===== src/rtl/dmem_arbiter_if.sv =====
// dmem_arbiter_if: both cache request ports and the shared data-memory bus.
interface dmem_arbiter_if #(
  parameter int ADDR_W = 32,
  parameter int DATA_W = 256
);
  logic              p0_enable_i, p1_enable_i;
  logic              p0_write_i, p1_write_i;
  logic [ADDR_W-1:0] p0_addr_i, p1_addr_i;
  logic [DATA_W-1:0] p0_data_i, p1_data_i;
  logic              p0_ack_o, p1_ack_o;
  logic [DATA_W-1:0] p0_data_o, p1_data_o;
  logic              mem_enable_o, mem_write_o;
  logic [ADDR_W-1:0] mem_addr_o;
  logic [DATA_W-1:0] mem_data_o;
  logic [DATA_W-1:0] mem_data_i;
  logic              mem_ack_i;
  modport slave (
    input  p0_enable_i, p1_enable_i, p0_write_i, p1_write_i,
           p0_addr_i, p1_addr_i, p0_data_i, p1_data_i, mem_data_i, mem_ack_i,
    output p0_ack_o, p1_ack_o, p0_data_o, p1_data_o,
           mem_enable_o, mem_write_o, mem_addr_o, mem_data_o
  );
  modport master (
    output p0_enable_i, p1_enable_i, p0_write_i, p1_write_i,
           p0_addr_i, p1_addr_i, p0_data_i, p1_data_i, mem_data_i, mem_ack_i,
    input  p0_ack_o, p1_ack_o, p0_data_o, p1_data_o,
           mem_enable_o, mem_write_o, mem_addr_o, mem_data_o
  );
endinterface


===== src/rtl/dmem_arbiter.sv =====
// dmem_arbiter: round-robin arbiter of icache/dcache onto one data memory,
// with a registered request, owner-only ack routing and a BUSY watchdog.
module dmem_arbiter #(
  parameter int ADDR_W  = 32,
  parameter int DATA_W  = 256,
  parameter int TIMEOUT = 1023
) (
  input  logic           clk_i,
  input  logic           rst_i,
  dmem_arbiter_if.slave  bus,
  output logic           err_o
);
  localparam int CW = TIMEOUT > 0 ? $clog2(TIMEOUT + 1) : 1;
  localparam logic [CW-1:0] TO = CW'(TIMEOUT);
  typedef enum logic [1:0] {IDLE, BUSY, GAP} state_e;
  state_e            state_q, state_d;
  logic              grant_q, grant_d, last_q, last_d;
  logic              en_q, en_d, wr_q, wr_d, err_q, err_d;
  logic [ADDR_W-1:0] addr_q, addr_d;
  logic [DATA_W-1:0] data_q, data_d;
  logic [CW-1:0]     cnt_q, cnt_d;
  logic              sel, busy_ack;
  // On a tie the port that was not served last wins
  assign sel = (bus.p0_enable_i & bus.p1_enable_i) ? ~last_q : bus.p1_enable_i;
  assign busy_ack = (state_q == BUSY) & bus.mem_ack_i;
  always_comb begin
    state_d = state_q;
    grant_d = grant_q;
    last_d  = last_q;
    en_d    = en_q;
    wr_d    = wr_q;
    addr_d  = addr_q;
    data_d  = data_q;
    cnt_d   = cnt_q;
    err_d   = err_q;
    case (state_q)
      IDLE: if (bus.p0_enable_i | bus.p1_enable_i) begin
        state_d = BUSY;
        grant_d = sel;
        en_d    = 1'b1;
        wr_d    = sel ? bus.p1_write_i : bus.p0_write_i;
        addr_d  = sel ? bus.p1_addr_i : bus.p0_addr_i;
        data_d  = sel ? bus.p1_data_i : bus.p0_data_i;
        cnt_d   = '0;
      end
      BUSY: if (bus.mem_ack_i) begin
        state_d = GAP;
        last_d  = grant_q;
        en_d    = 1'b0;
      end else if (TIMEOUT != 0) begin
        cnt_d = (cnt_q == TO) ? cnt_q : cnt_q + 1'b1;
        err_d = err_q | (cnt_d == TO);
      end
      GAP: state_d = IDLE;
      default: state_d = IDLE;
    endcase
  end
  always_ff @(posedge clk_i) begin
    if (rst_i) begin
      state_q <= IDLE;
      grant_q <= 1'b0;
      last_q  <= 1'b1;
      en_q    <= 1'b0;
      wr_q    <= 1'b0;
      addr_q  <= '0;
      data_q  <= '0;
      cnt_q   <= '0;
      err_q   <= 1'b0;
    end else begin
      state_q <= state_d;
      grant_q <= grant_d;
      last_q  <= last_d;
      en_q    <= en_d;
      wr_q    <= wr_d;
      addr_q  <= addr_d;
      data_q  <= data_d;
      cnt_q   <= cnt_d;
      err_q   <= err_d;
    end
  end
  assign bus.mem_enable_o = en_q;
  assign bus.mem_write_o  = wr_q;
  assign bus.mem_addr_o   = addr_q;
  assign bus.mem_data_o   = data_q;
  assign bus.p0_ack_o     = busy_ack & ~grant_q;
  assign bus.p1_ack_o     = busy_ack & grant_q;
  assign bus.p0_data_o    = bus.mem_data_i;
  assign bus.p1_data_o    = bus.mem_data_i;
  assign err_o            = err_q;
endmodule

===== src/flat_wrapper.sv =====
// flat-port wrapper written by rule: the top's interface ports become plain ports
module dmem_arbiter_flat 
#(
  parameter int ADDR_W  = 32,
  parameter int DATA_W  = 256,
  parameter int TIMEOUT = 1023
)
  (clk_i, rst_i, err_o, bus_p0_enable_i, bus_p1_enable_i, bus_p0_write_i, bus_p1_write_i, bus_p0_addr_i, bus_p1_addr_i, bus_p0_data_i, bus_p1_data_i, bus_mem_data_i, bus_mem_ack_i, bus_p0_ack_o, bus_p1_ack_o, bus_p0_data_o, bus_p1_data_o, bus_mem_enable_o, bus_mem_write_o, bus_mem_addr_o, bus_mem_data_o);
  dmem_arbiter_if #(.ADDR_W(ADDR_W), .DATA_W(DATA_W)) bus_i ();
  input  logic clk_i;
  input  logic rst_i;
  output logic err_o;
  input wire logic [$bits(bus_i.p0_enable_i)-1:0] bus_p0_enable_i;
  input wire logic [$bits(bus_i.p1_enable_i)-1:0] bus_p1_enable_i;
  input wire logic [$bits(bus_i.p0_write_i)-1:0] bus_p0_write_i;
  input wire logic [$bits(bus_i.p1_write_i)-1:0] bus_p1_write_i;
  input wire logic [$bits(bus_i.p0_addr_i)-1:0] bus_p0_addr_i;
  input wire logic [$bits(bus_i.p1_addr_i)-1:0] bus_p1_addr_i;
  input wire logic [$bits(bus_i.p0_data_i)-1:0] bus_p0_data_i;
  input wire logic [$bits(bus_i.p1_data_i)-1:0] bus_p1_data_i;
  input wire logic [$bits(bus_i.mem_data_i)-1:0] bus_mem_data_i;
  input wire logic [$bits(bus_i.mem_ack_i)-1:0] bus_mem_ack_i;
  output wire logic [$bits(bus_i.p0_ack_o)-1:0] bus_p0_ack_o;
  output wire logic [$bits(bus_i.p1_ack_o)-1:0] bus_p1_ack_o;
  output wire logic [$bits(bus_i.p0_data_o)-1:0] bus_p0_data_o;
  output wire logic [$bits(bus_i.p1_data_o)-1:0] bus_p1_data_o;
  output wire logic [$bits(bus_i.mem_enable_o)-1:0] bus_mem_enable_o;
  output wire logic [$bits(bus_i.mem_write_o)-1:0] bus_mem_write_o;
  output wire logic [$bits(bus_i.mem_addr_o)-1:0] bus_mem_addr_o;
  output wire logic [$bits(bus_i.mem_data_o)-1:0] bus_mem_data_o;
  assign bus_i.p0_enable_i = bus_p0_enable_i;
  assign bus_i.p1_enable_i = bus_p1_enable_i;
  assign bus_i.p0_write_i = bus_p0_write_i;
  assign bus_i.p1_write_i = bus_p1_write_i;
  assign bus_i.p0_addr_i = bus_p0_addr_i;
  assign bus_i.p1_addr_i = bus_p1_addr_i;
  assign bus_i.p0_data_i = bus_p0_data_i;
  assign bus_i.p1_data_i = bus_p1_data_i;
  assign bus_i.mem_data_i = bus_mem_data_i;
  assign bus_i.mem_ack_i = bus_mem_ack_i;
  assign bus_p0_ack_o = bus_i.p0_ack_o;
  assign bus_p1_ack_o = bus_i.p1_ack_o;
  assign bus_p0_data_o = bus_i.p0_data_o;
  assign bus_p1_data_o = bus_i.p1_data_o;
  assign bus_mem_enable_o = bus_i.mem_enable_o;
  assign bus_mem_write_o = bus_i.mem_write_o;
  assign bus_mem_addr_o = bus_i.mem_addr_o;
  assign bus_mem_data_o = bus_i.mem_data_o;
  dmem_arbiter #(.ADDR_W(ADDR_W), .DATA_W(DATA_W), .TIMEOUT(TIMEOUT)) u_core (.clk_i(clk_i), .rst_i(rst_i), .bus(bus_i), .err_o(err_o));
endmodule

===== config.mk =====
export PLATFORM = sky130hd
export DESIGN_NAME = dmem_arbiter_flat
export DESIGN_NICKNAME = d
export VERILOG_FILES = /design/src/rtl/dmem_arbiter_if.sv /design/src/rtl/dmem_arbiter.sv /design/src/flat_wrapper.sv
export SDC_FILE = /design/constraint.sdc
export NUM_CORES = 1
export LEC_CHECK = 0
export ABC_AREA = 0
export CAP_MARGIN = 5
export CORE_AREA = 2 2 643 645
export DETAILED_ROUTE_END_ITERATION = 8
export DIE_AREA = 0 0 645 647
export HOLD_SLACK_MARGIN = 0.12
export PLACE_DENSITY = 0.3
export SYNTH_ARGS = -nofsm -noshare
export SYNTH_HDL_FRONTEND = slang
export SYNTH_SLANG_ARGS = --single-unit
export TNS_END_PERCENT = 30

===== constraint.sdc =====
create_clock -name clk_i -period 4.1 [get_ports clk_i]
set_input_delay 0.41 -clock clk_i [delete_from_list [all_inputs] [get_ports clk_i]]
set_output_delay 0.41 -clock clk_i [all_outputs]
set_load 0.01 [all_outputs]

# Word level (Yosys, flattened, before mapping)
# Cells that the tools add are included.
# W data, S select, Z words.
# word_totals
reg_bits	305
inputBits	839
output_inout_bits	805
word_cells	47
# classes
n_addsub	1
n_eq_ne	6
muxes	14
bitwise_logic	9
reduce_logical	8
# op_table
cell	n
$mux W256	1
$mux W32	1
$mux W10	3
$eq A10 B10 Y1 const B	2
$pmux W10 S2	1
$add A10 B1 Y10 const B	1
$reduce_and A2 Y1	4
$reduce_and A3 Y1	2
$and A1 B1 Y1	4
$mux W1	4
$mux W2	2
$ne A2 B2 Y1 const B	2
$pmux W2 S2	1
$not A1 Y1	3
$eq A2 B1 Y1 const B	1
$logic_not A2 Y1	1
$ne A2 B1 Y1 const B	1
$or A1 B1 Y1	2
$pmux W1 S2	1
$reduce_bool A2 Y1	1

# Longest topological paths before layout
# Gate-level depths: netlist of the first run.
# depth
depth_word	4
mapped_depth	7
depth_no_buf	6

# Worst setup path before layout of the first run
# No wires, ideal clock.
# synth_timing
kind	register to register
start	reg u_core.cnt_q[0]
end	reg u_core.cnt_q[1]
setup_ps	128
arrival_ps	1365
required_ps	3972
slack_ps	2608
stages_incl_launch_ff	8
path_buffers	2
synth_period_minus_slack_ps	1492
cell_sequence	dfxtp_1 ha_1 buf_6 and3_1 buf_6 mux2_2 a22oi_1 nor2_1
# synth_between
elab_chain_cells	4
elab_cells_between_ends	5
cone_classes	add/sub (1); eq/ne (1); mux (3)
# synth_rtl
item	line_no	rtl
from (decl)	dmem_arbiter.sv:21	logic [CW-1:0] cnt_q, cnt_d;
from (signal assigned)	dmem_arbiter.sv:77	cnt_q <= cnt_d;
$add A10 B1 Y10 / $eq A10 B10 Y1 (equally long branches)	dmem_arbiter.sv:51	cnt_d = (cnt_q == TO) ? cnt_q : cnt_q + 1'b1;
$mux W10 (*)	dmem_arbiter.sv:51	
$mux W10 (*)	dmem_arbiter.sv:46	BUSY: if (bus.mem_ack_i) begin
$pmux W10 S2 (*)	dmem_arbiter.sv:36	case (state_q)
# Every way passes the cells marked *; elsewhere a longest branch is shown, timed or not. The select of a mux whose other input is x is not followed.
# A chain may end at the register's enable or synchronous reset.

# Worst setup path after layout of the first run
# layout_timing
start	reg u_core.state_q[1]
end	out bus_p1_ack_o
# layout_between
elab_chain_cells	3
# layout_rtl
item	line_no	rtl
from (decl)	dmem_arbiter.sv:16	state_e state_q, state_d;
from (signal assigned)	dmem_arbiter.sv:70	state_q <= state_d;
$eq A2 B1 Y1	dmem_arbiter.sv:25	assign busy_ack = (state_q == BUSY) & bus.mem_ack_i;
$and A1 B1 Y1	dmem_arbiter.sv:25	
$and A1 B1 Y1	dmem_arbiter.sv:86	assign bus.p1_ack_o = busy_ack & grant_q;
to (decl)	flat_wrapper.sv:24	output wire logic [$bits(bus_i.p1_ack_o)-1:0] bus_p1_ack_o;
# No other way between the ends.

==> results of run 1 <==
## how the worst max path moves through the flow
stage / start / end / slack, ns
2_1_floorplan: u_core.cnt_q[0] / u_core.cnt_q[1] / 2.61
3_3_place_gp: bus_p0_enable_i / u_core.bus.mem_data_o[98] / 0.78
3_5_place_dp: bus_p0_enable_i / u_core.bus.mem_data_o[98] / 0.82
4_1_cts: u_core.state_q[1] / bus_p1_ack_o / 0.76
5_1_grt: u_core.state_q[1] / bus_p1_ack_o / 0.85
6_report: u_core.state_q[1] / bus_p1_ack_o / 1.18
## Yosys cell counts, types with 2 or more instances
library cell / number / area, sq um
o21ai_0: 5 / 25.02
xor2_1: 2 / 17.52
nand4_1: 2 / 12.51
a311oi_1: 291 / 2549
nor3_1: 6 / 30.03
buf_1: 11 / 41.29
a22oi_1: 2 / 15.01
and3_1: 2 / 12.51
clkbuf_1: 71 / 266.5
buf_4: 524 / 3934
and2_1: 2 / 12.51
nand2_1: 590 / 2215
and3_2: 2 / 15.01
nor2_1: 302 / 1134
buf_2: 67 / 335.3
buf_6: 3 / 33.78
inv_1: 2 / 7.510
mux2i_1: 4 / 40.04
nand3_1: 3 / 15.01
dfxtp_1: 305 / 6106
a21oi_1: 6 / 30.03
nand2b_1: 2 / 12.51
## power by group
part	leakage [nW]	switching [mW]	total [mW]	internal (mW)
sequential	2.53	0.213	3.52	3.31
combinational	6.36	1.41	2.88	1.47
clock	0.775	1.95	4.53	2.57
## per-layer routing
metal | vias up | share of wire
met2 | 1594 | 0.49
met4 | 32 | 0.052
met5 | - | 0.0031
met3 | 371 | 0.19
li1 | 7815 | -
met1 | 8229 | 0.26
## placed cells by master, fill, tap and decap left out, drive strengths merged, types with 4 or more instances in the layout
| master | n |
|---|---|
| clkinv | 6 |
| clkbuf | 73 |
| o21ai | 5 |
| buf | 51 |
| a21oi | 6 |
| clkdlybuf4s50 | 874 |
| and3 | 4 |
| mux2i | 4 |
| a311oi | 291 |
| dfxtp | 305 |
| dlygate4sd3 | 83 |
| diode | 15 |
| bufinv | 4 |
| nor3 | 7 |
| nand2 | 591 |
| nor2 | 303 |
## tightest hold or removal path, cell delays in order
cell and delay [ns]:
clkdlybuf4s50_1 0.40, nand2_1 0.05, a311oi_1 0.07
## final cells by class
type | instances | share of cell area
Clock inverter | 11 | 0.006842
Multi-Input combinational cell | 1243 | 0.2045
Antenna cell | 15 | 0.001207
Inverter | 2 | 0.0002415
Tap cell | 5474 | 0.2203
Clock buffer | 73 | 0.04455
Timing Repair Buffer | 1008 | 0.3259
Sequential cell | 305 | 0.1964
## registers in the layout, summed over array words and instances (netlist names)
| register | flops |
|---|---|
| u_core.bus.mem_write_o | 1 |
| u_core.cnt_q | 10 |
| u_core.grant_q | 1 |
| u_core.state_q | 2 |
| u_core.bus.mem_addr_o | 32 |
| u_core.bus.mem_enable_o | 1 |
| u_core.last_q | 1 |
| u_core.bus.mem_data_o | 256 |
| u_core.err_o | 1 |
## metrics by stage
step | std cells | utilization | setup slack [ns] | power, mW
after floorplan | 2227 | - | 2.608 | 5.072
after global placement | 7949 | 0.06964 | 0.7751 | 6.424
after detailed placement | 7949 | 0.06964 | 0.8171 | 6.430
after CTS | 8116 | 0.07554 | 0.7607 | 11.27
after global routing | 8123 | 0.07559 | 0.8460 | 11.50
final | 8131 | 0.07564 | 1.175 | 10.93
## logic make-up (layout without fill, tap and decap cells)
kind of cell,Yosys count,in the layout
XOR/XNOR,3,3
AND/OR/NAND/NOR,922,922
flip-flops,305,305
buffers and inverters,679,1094
adder cells (fa/ha/maj),1,1
AO/OA/AOI/OAI,312,312
multiplexers,5,5
other,0,15
## timing repair
| action | 4_1_cts | 5_1_grt |
|---|---|---|
| hold buffers | 83 | 0 |
| hold endpoints to repair | 73 | 0 |
| resized for setup | 0 | 0 |
| setup endpoints to repair | 0 | 0 |
==> flow_metrics.env, run 1 <==
export IMPL_crit_type="reg2out"
export IMPL_ys_seq_elements=305
export IMPL_ys_types=45
export IMPL_fmax_mhz=341.9
export IMPL_cap_viol_max_count=0
export IMPL_hold_end="u_core.bus.mem_data_o[199]"
export IMPL_start_kind="flop"
export IMPL_track_usage=0.09345
export IMPL_synthFlopType="dfxtp_1"
export IMPL_placed_cell_area_sq_um=28620
export IMPL_skew_ns=0.06600
export IMPL_cts_clk_slew_worst_paths_ns=0.07
export IMPL_synth_fa_ha_area_frac=0.0007331
export IMPL_clock_sinks=305
export IMPL_syn_to_final_growth_pct=82.15
export IMPL_powerDensity_nw_per_um2=351.5
export IMPL_critPathBufInv=1
export IMPL_synth_top_family_by_area="buffers and inverters"
export IMPL_nets=3448
export IMPL_synthXorXnorAreaFrac=0.001539
export IMPL_slew_viol_final=0
export IMPL_use_met3=0.08348
export IMPL_cpPeakStageDelay_ns=0.80
export IMPL_start_util=0.04152
export IMPL_h_tree_depth=2
export IMPL_cp_max_fo=5
export IMPL_fin_crit_sh=0.7134
export IMPL_grtUsageMet2=0.1635
export IMPL_hold_class="in2reg"
export IMPL_drc=0
export IMPL_synth_compound_area_share=0.1575
export IMPL_final_layout_size_suffix_gt1_frac=0.04958
export IMPL_seq_area_sq_um=6106
export IMPL_final_antenna_net_count=0
export IMPL_routed_wirelength_um=204600
export IMPL_gp_congestion=0.7993
export IMPL_die_w_um=645
export IMPL_hold_path_depth=3
export IMPL_slew_headroom=0.4431
export IMPL_cts_setup_buffers=0
export IMPL_syn_nets=3067
export IMPL_clock_latency_ns=0.75
export IMPL_synth_area_mux_share=0.003006
export IMPL_fin_setup_tns_ns=0
export IMPL_drtIter0Drc=1186
export IMPL_cp_depth=3
export IMPL_ys_async_sr_fraction=0
export IMPL_crit_family="buffers and inverters"
export IMPL_grt_pass1_vias=17631
export IMPL_synth_edf_count=0
export IMPL_grt_pass1_wl_um=243800
export IMPL_yosys_warnings=0
export IMPL_rr_worst_depth=7
export IMPL_power_leakage_nw=9.664
export IMPL_grt_use_met1=0.06983
export IMPL_yosysSeqAreaShare=0.3577
export IMPL_crit_slowest_cell="clkdlybuf4s50_1"
export IMPL_grt_overflow_total=0
export IMPL_wire_per_inst_um=25.16
export IMPL_grt_busiest_layer="met2"
export IMPL_synthCells=2227
export IMPL_die_area_sq_um=417300
export IMPL_multiInputGateArea_sq_um=6359
export IMPL_path_cells="nand3b_1 > nor2_1 > clkdlybuf4s50_1"
export IMPL_grt_max_degree=102
export IMPL_avgSynthCellArea_sq_um=7.664
export IMPL_antenna_found_initial=73
export IMPL_min_from="bus_p1_data_i[199]"
export IMPL_required_ns=3.69
export IMPL_critPathCaptureType="output port"
export IMPL_cts_buffers=48
export IMPL_via_count=18041
export IMPL_crit_arrival_ns=2.51
export IMPL_ios=1644
export IMPL_fin_area_sq_um=31090
export IMPL_r2r_start="u_core.state_q[1]"
export IMPL_firstDrtPassIters=5
export IMPL_hold_ws_ns=0.2462
export IMPL_worstMarginPinSlew_ns=0.8354
export IMPL_fillers=48359
export IMPL_finalCriticalPeriod_ns=2.925
export IMPL_reg2reg_to="u_core.bus.mem_data_o[139]"
export IMPL_die_height_um=647
export IMPL_finalHoldViolations=0
export IMPL_port_buffers=875
export IMPL_design_core_area_sq_um=411000
export IMPL_num_rows=236
export IMPL_synthSimpleGateAreaFrac=0.2083
export IMPL_r2r_slack_ns=1.34
export IMPL_run_status="finished, final reports clean"
export IMPL_vias_per_cell=2.219
export IMPL_rsz0062_at_grt="false"
export IMPL_vdd_drop_max_mv=0.3250
export IMPL_finalSetupViolCount=0
export IMPL_synth_area_sq_um=17070
export IMPL_root_buffer="clkbuf_16"
export IMPL_cts_buffer_depth=3
export IMPL_cts_tree="built"
export IMPL_dp_hpwl_um=178100
(Power assumes the default switching activity.)
==> run 2, diff against run 1 <==
--- a/config.mk
+++ b/config.mk
@@ -7,9 +7,9 @@
 export LEC_CHECK = 0
 export ABC_AREA = 0
 export CAP_MARGIN = 5
-export CORE_AREA = 2 2 643 645
+export CORE_AREA = 2 2 639 641
 export DETAILED_ROUTE_END_ITERATION = 8
-export DIE_AREA = 0 0 645 647
+export DIE_AREA = 0 0 641 643
 export HOLD_SLACK_MARGIN = 0.12
 export PLACE_DENSITY = 0.3
 export SYNTH_ARGS = -nofsm -noshare
==> constraint.sdc (replaced) <==
create_clock -name clk_i -period 2.6 [get_ports clk_i]
set_input_delay 0.26 -clock clk_i [delete_from_list [all_inputs] [get_ports clk_i]]
set_output_delay 0.26 -clock clk_i [all_outputs]
set_load 0.01 [all_outputs]
==> flow_metrics.env, run 2 (synthesized netlist as in run 1, its figures left out) <==
export IMPL_vdd_drop_max_mv=0.4745
export IMPL_layout_commonest_cell="clkdlybuf4s50_1"
export IMPL_powerDensity_nw_per_um2=505.1
export IMPL_cts_setup_buffers=0
export IMPL_clock_sinks=305
export IMPL_min_from="bus_p1_data_i[191]"
export IMPL_placed_cell_area_sq_um=28930
export IMPL_port_buffers=875
export IMPL_syn_to_final_growth_pct=105.1
export IMPL_firstDrtPassIters=5
export IMPL_hold_class="in2reg"
export IMPL_fillers=47471
export IMPL_dp_hpwl_um=189300
export IMPL_rr_worst_depth=7
export IMPL_die_w_um=641
export IMPL_drc=0
export IMPL_wire_per_inst_um=25.39
export IMPL_die_height_um=643
export IMPL_antenna_found_initial=113
export IMPL_hold_end="u_core.bus.mem_data_o[191]"
export IMPL_via_count=19602
export IMPL_fin_crit_sh=0.9295
export IMPL_design_core_area_sq_um=405200
export IMPL_start_util=0.04212
export IMPL_reg2reg_to="u_core.bus.mem_addr_o[0]"
export IMPL_finalCriticalPeriod_ns=2.417
export IMPL_cts_tree="built"
export IMPL_cts_clk_slew_worst_paths_ns=0.06
export IMPL_hold_ws_ns=0.2089
export IMPL_largest_reg_flops=256
export IMPL_cp_max_fo=39
export IMPL_finalHoldViolations=0
export IMPL_final_antenna_net_count=0
export IMPL_vias_per_cell=2.308
export IMPL_grt_max_degree=74
export IMPL_crit_type="reg2reg"
export IMPL_cap_viol_max_count=0
export IMPL_grt_pass1_wl_um=260800
export IMPL_r2r_start="u_core.last_q"
export IMPL_grt_pass1_vias=19980
export IMPL_required_ns=3.24
export IMPL_crit_arrival_ns=3.06
export IMPL_cts_buffer_depth=3
export IMPL_gp_congestion=0.8100
export IMPL_power_leakage_nw=11.38
export IMPL_track_usage=0.1006
export IMPL_crit_start="u_core.last_q"
export IMPL_critPathCaptureType="flop"
export IMPL_worstMarginPinSlew_ns=0.8449
export IMPL_num_rows=234
export IMPL_skew_ns=0.03726
export IMPL_layout_common_cells="clkdlybuf4s50_1 (870), nand2_1 (590), dlygate4sd3_1 (438)"
export IMPL_fmax_mhz=413.8
export IMPL_fin_area_sq_um=35010
export IMPL_final_layout_size_suffix_gt1_frac=0.05797
export IMPL_dp_cells=7938
export IMPL_root_buffer="clkbuf_16"
export IMPL_start_kind="flop"
export IMPL_layout_cells_non_filler=8494
export IMPL_finalSetupViolCount=0
export IMPL_slew_headroom=0.4367
export IMPL_run_status="finished, final reports clean"
export IMPL_ios=1644
export IMPL_hold_path_depth=3
export IMPL_die_area_sq_um=412200
export IMPL_nets=3838
export IMPL_drtIter0Drc=1209
export IMPL_h_tree_depth=2
export IMPL_clock_latency_ns=0.72
export IMPL_r2r_slack_ns=0.18
export IMPL_cts_buffers=48
export IMPL_routed_wirelength_um=215700
export IMPL_grt_overflow_total=0
export IMPL_rsz0062_at_grt="false"
export IMPL_slew_viol_final=0
run 2: cell count changes in the layout (fill, tap and decap cells not counted), sizes merged:
cell / before / now
buf: 51 / 89
clkbuf: 73 / 75
diode: 15 / 30
clkinvlp: 0 / 2
bufinv: 4 / 2
dlygate4sd2: 0 / 1
clkdlybuf4s50: 874 / 870
clkinv: 6 / 8
dlygate4sd3: 83 / 438
run 2: worst max-delay path by stage:
stage	cells after the start	end
floorplan	7	u_core.cnt_q[1]
global placement	7	u_core.bus.mem_data_o[170]
detailed placement	7	u_core.bus.mem_data_o[170]
CTS	7	u_core.bus.mem_data_o[34]
global route	7	u_core.bus.mem_addr_o[0]
finish	7	u_core.bus.mem_addr_o[0]
run 2: area by class of cell:
type / instances / area [sq um] / area share
multi-input cells: 1243 / 6361 / 0.1817
clock inverters: 13 / 178.9 / 0.005111
well taps: 5428 / 6792 / 0.1940
clock buffers: 75 / 1433 / 0.04092
repair buffers: 1398 / 14060 / 0.4015
inverters: 2 / 7.507 / 0.0002144
flip-flops and latches: 305 / 6106 / 0.1744
diodes: 30 / 75.07 / 0.002144
run 2: routing by layer:
layer,GRT usage,up-vias,part of all wire
li1,-,8607,-
met1,0.08080,8972,0.28
met2,0.1772,1546,0.49
met3,0.08057,435,0.18
met4,0.04068,42,0.046
met5,0.009469,-,0.0034
run 2: power by group:
group | internal (mW) | switching (mW)
registers | 5.22 | 0.322
clock network | 3.99 | 2.94
logic | 2.74 | 2.47
total | 12.0 | 5.73
run 2: repair_timing:
item / 4_1_cts / 5_1_grt
pin swaps: 0 / 0
gates cloned: 0 / 0
gates resized for setup: 1 / 2
setup endpoints to repair: 1 / 4
endpoints found under the hold margin: 284 / 0
hold buffers: 438 / 0
run 2: critical path, cell delays in order (launching register included):
cell and delay (ns):
dfxtp_1 0.35, nand2_1 0.21, and2_4 0.22, buf_12 0.25, buf_4 0.36, nand2_1 0.09, a311oi_1 0.25, dlygate4sd3_1 0.57
run 2: through the flow:
stage	power, mW	TNS, ns	util	setup slack (ns)
2_1_floorplan	7.997	0	-	1.108
4_1_cts	18.26	0	0.08620	0.06316
5_1_grt	18.66	0	0.08628	0.003222
6_report	17.68	0	0.08640	0.1832
3_3_place_gp	10.27	-0.6929	0.07140	-0.07551
3_5_place_dp	10.28	-0.4726	0.07140	-0.06527
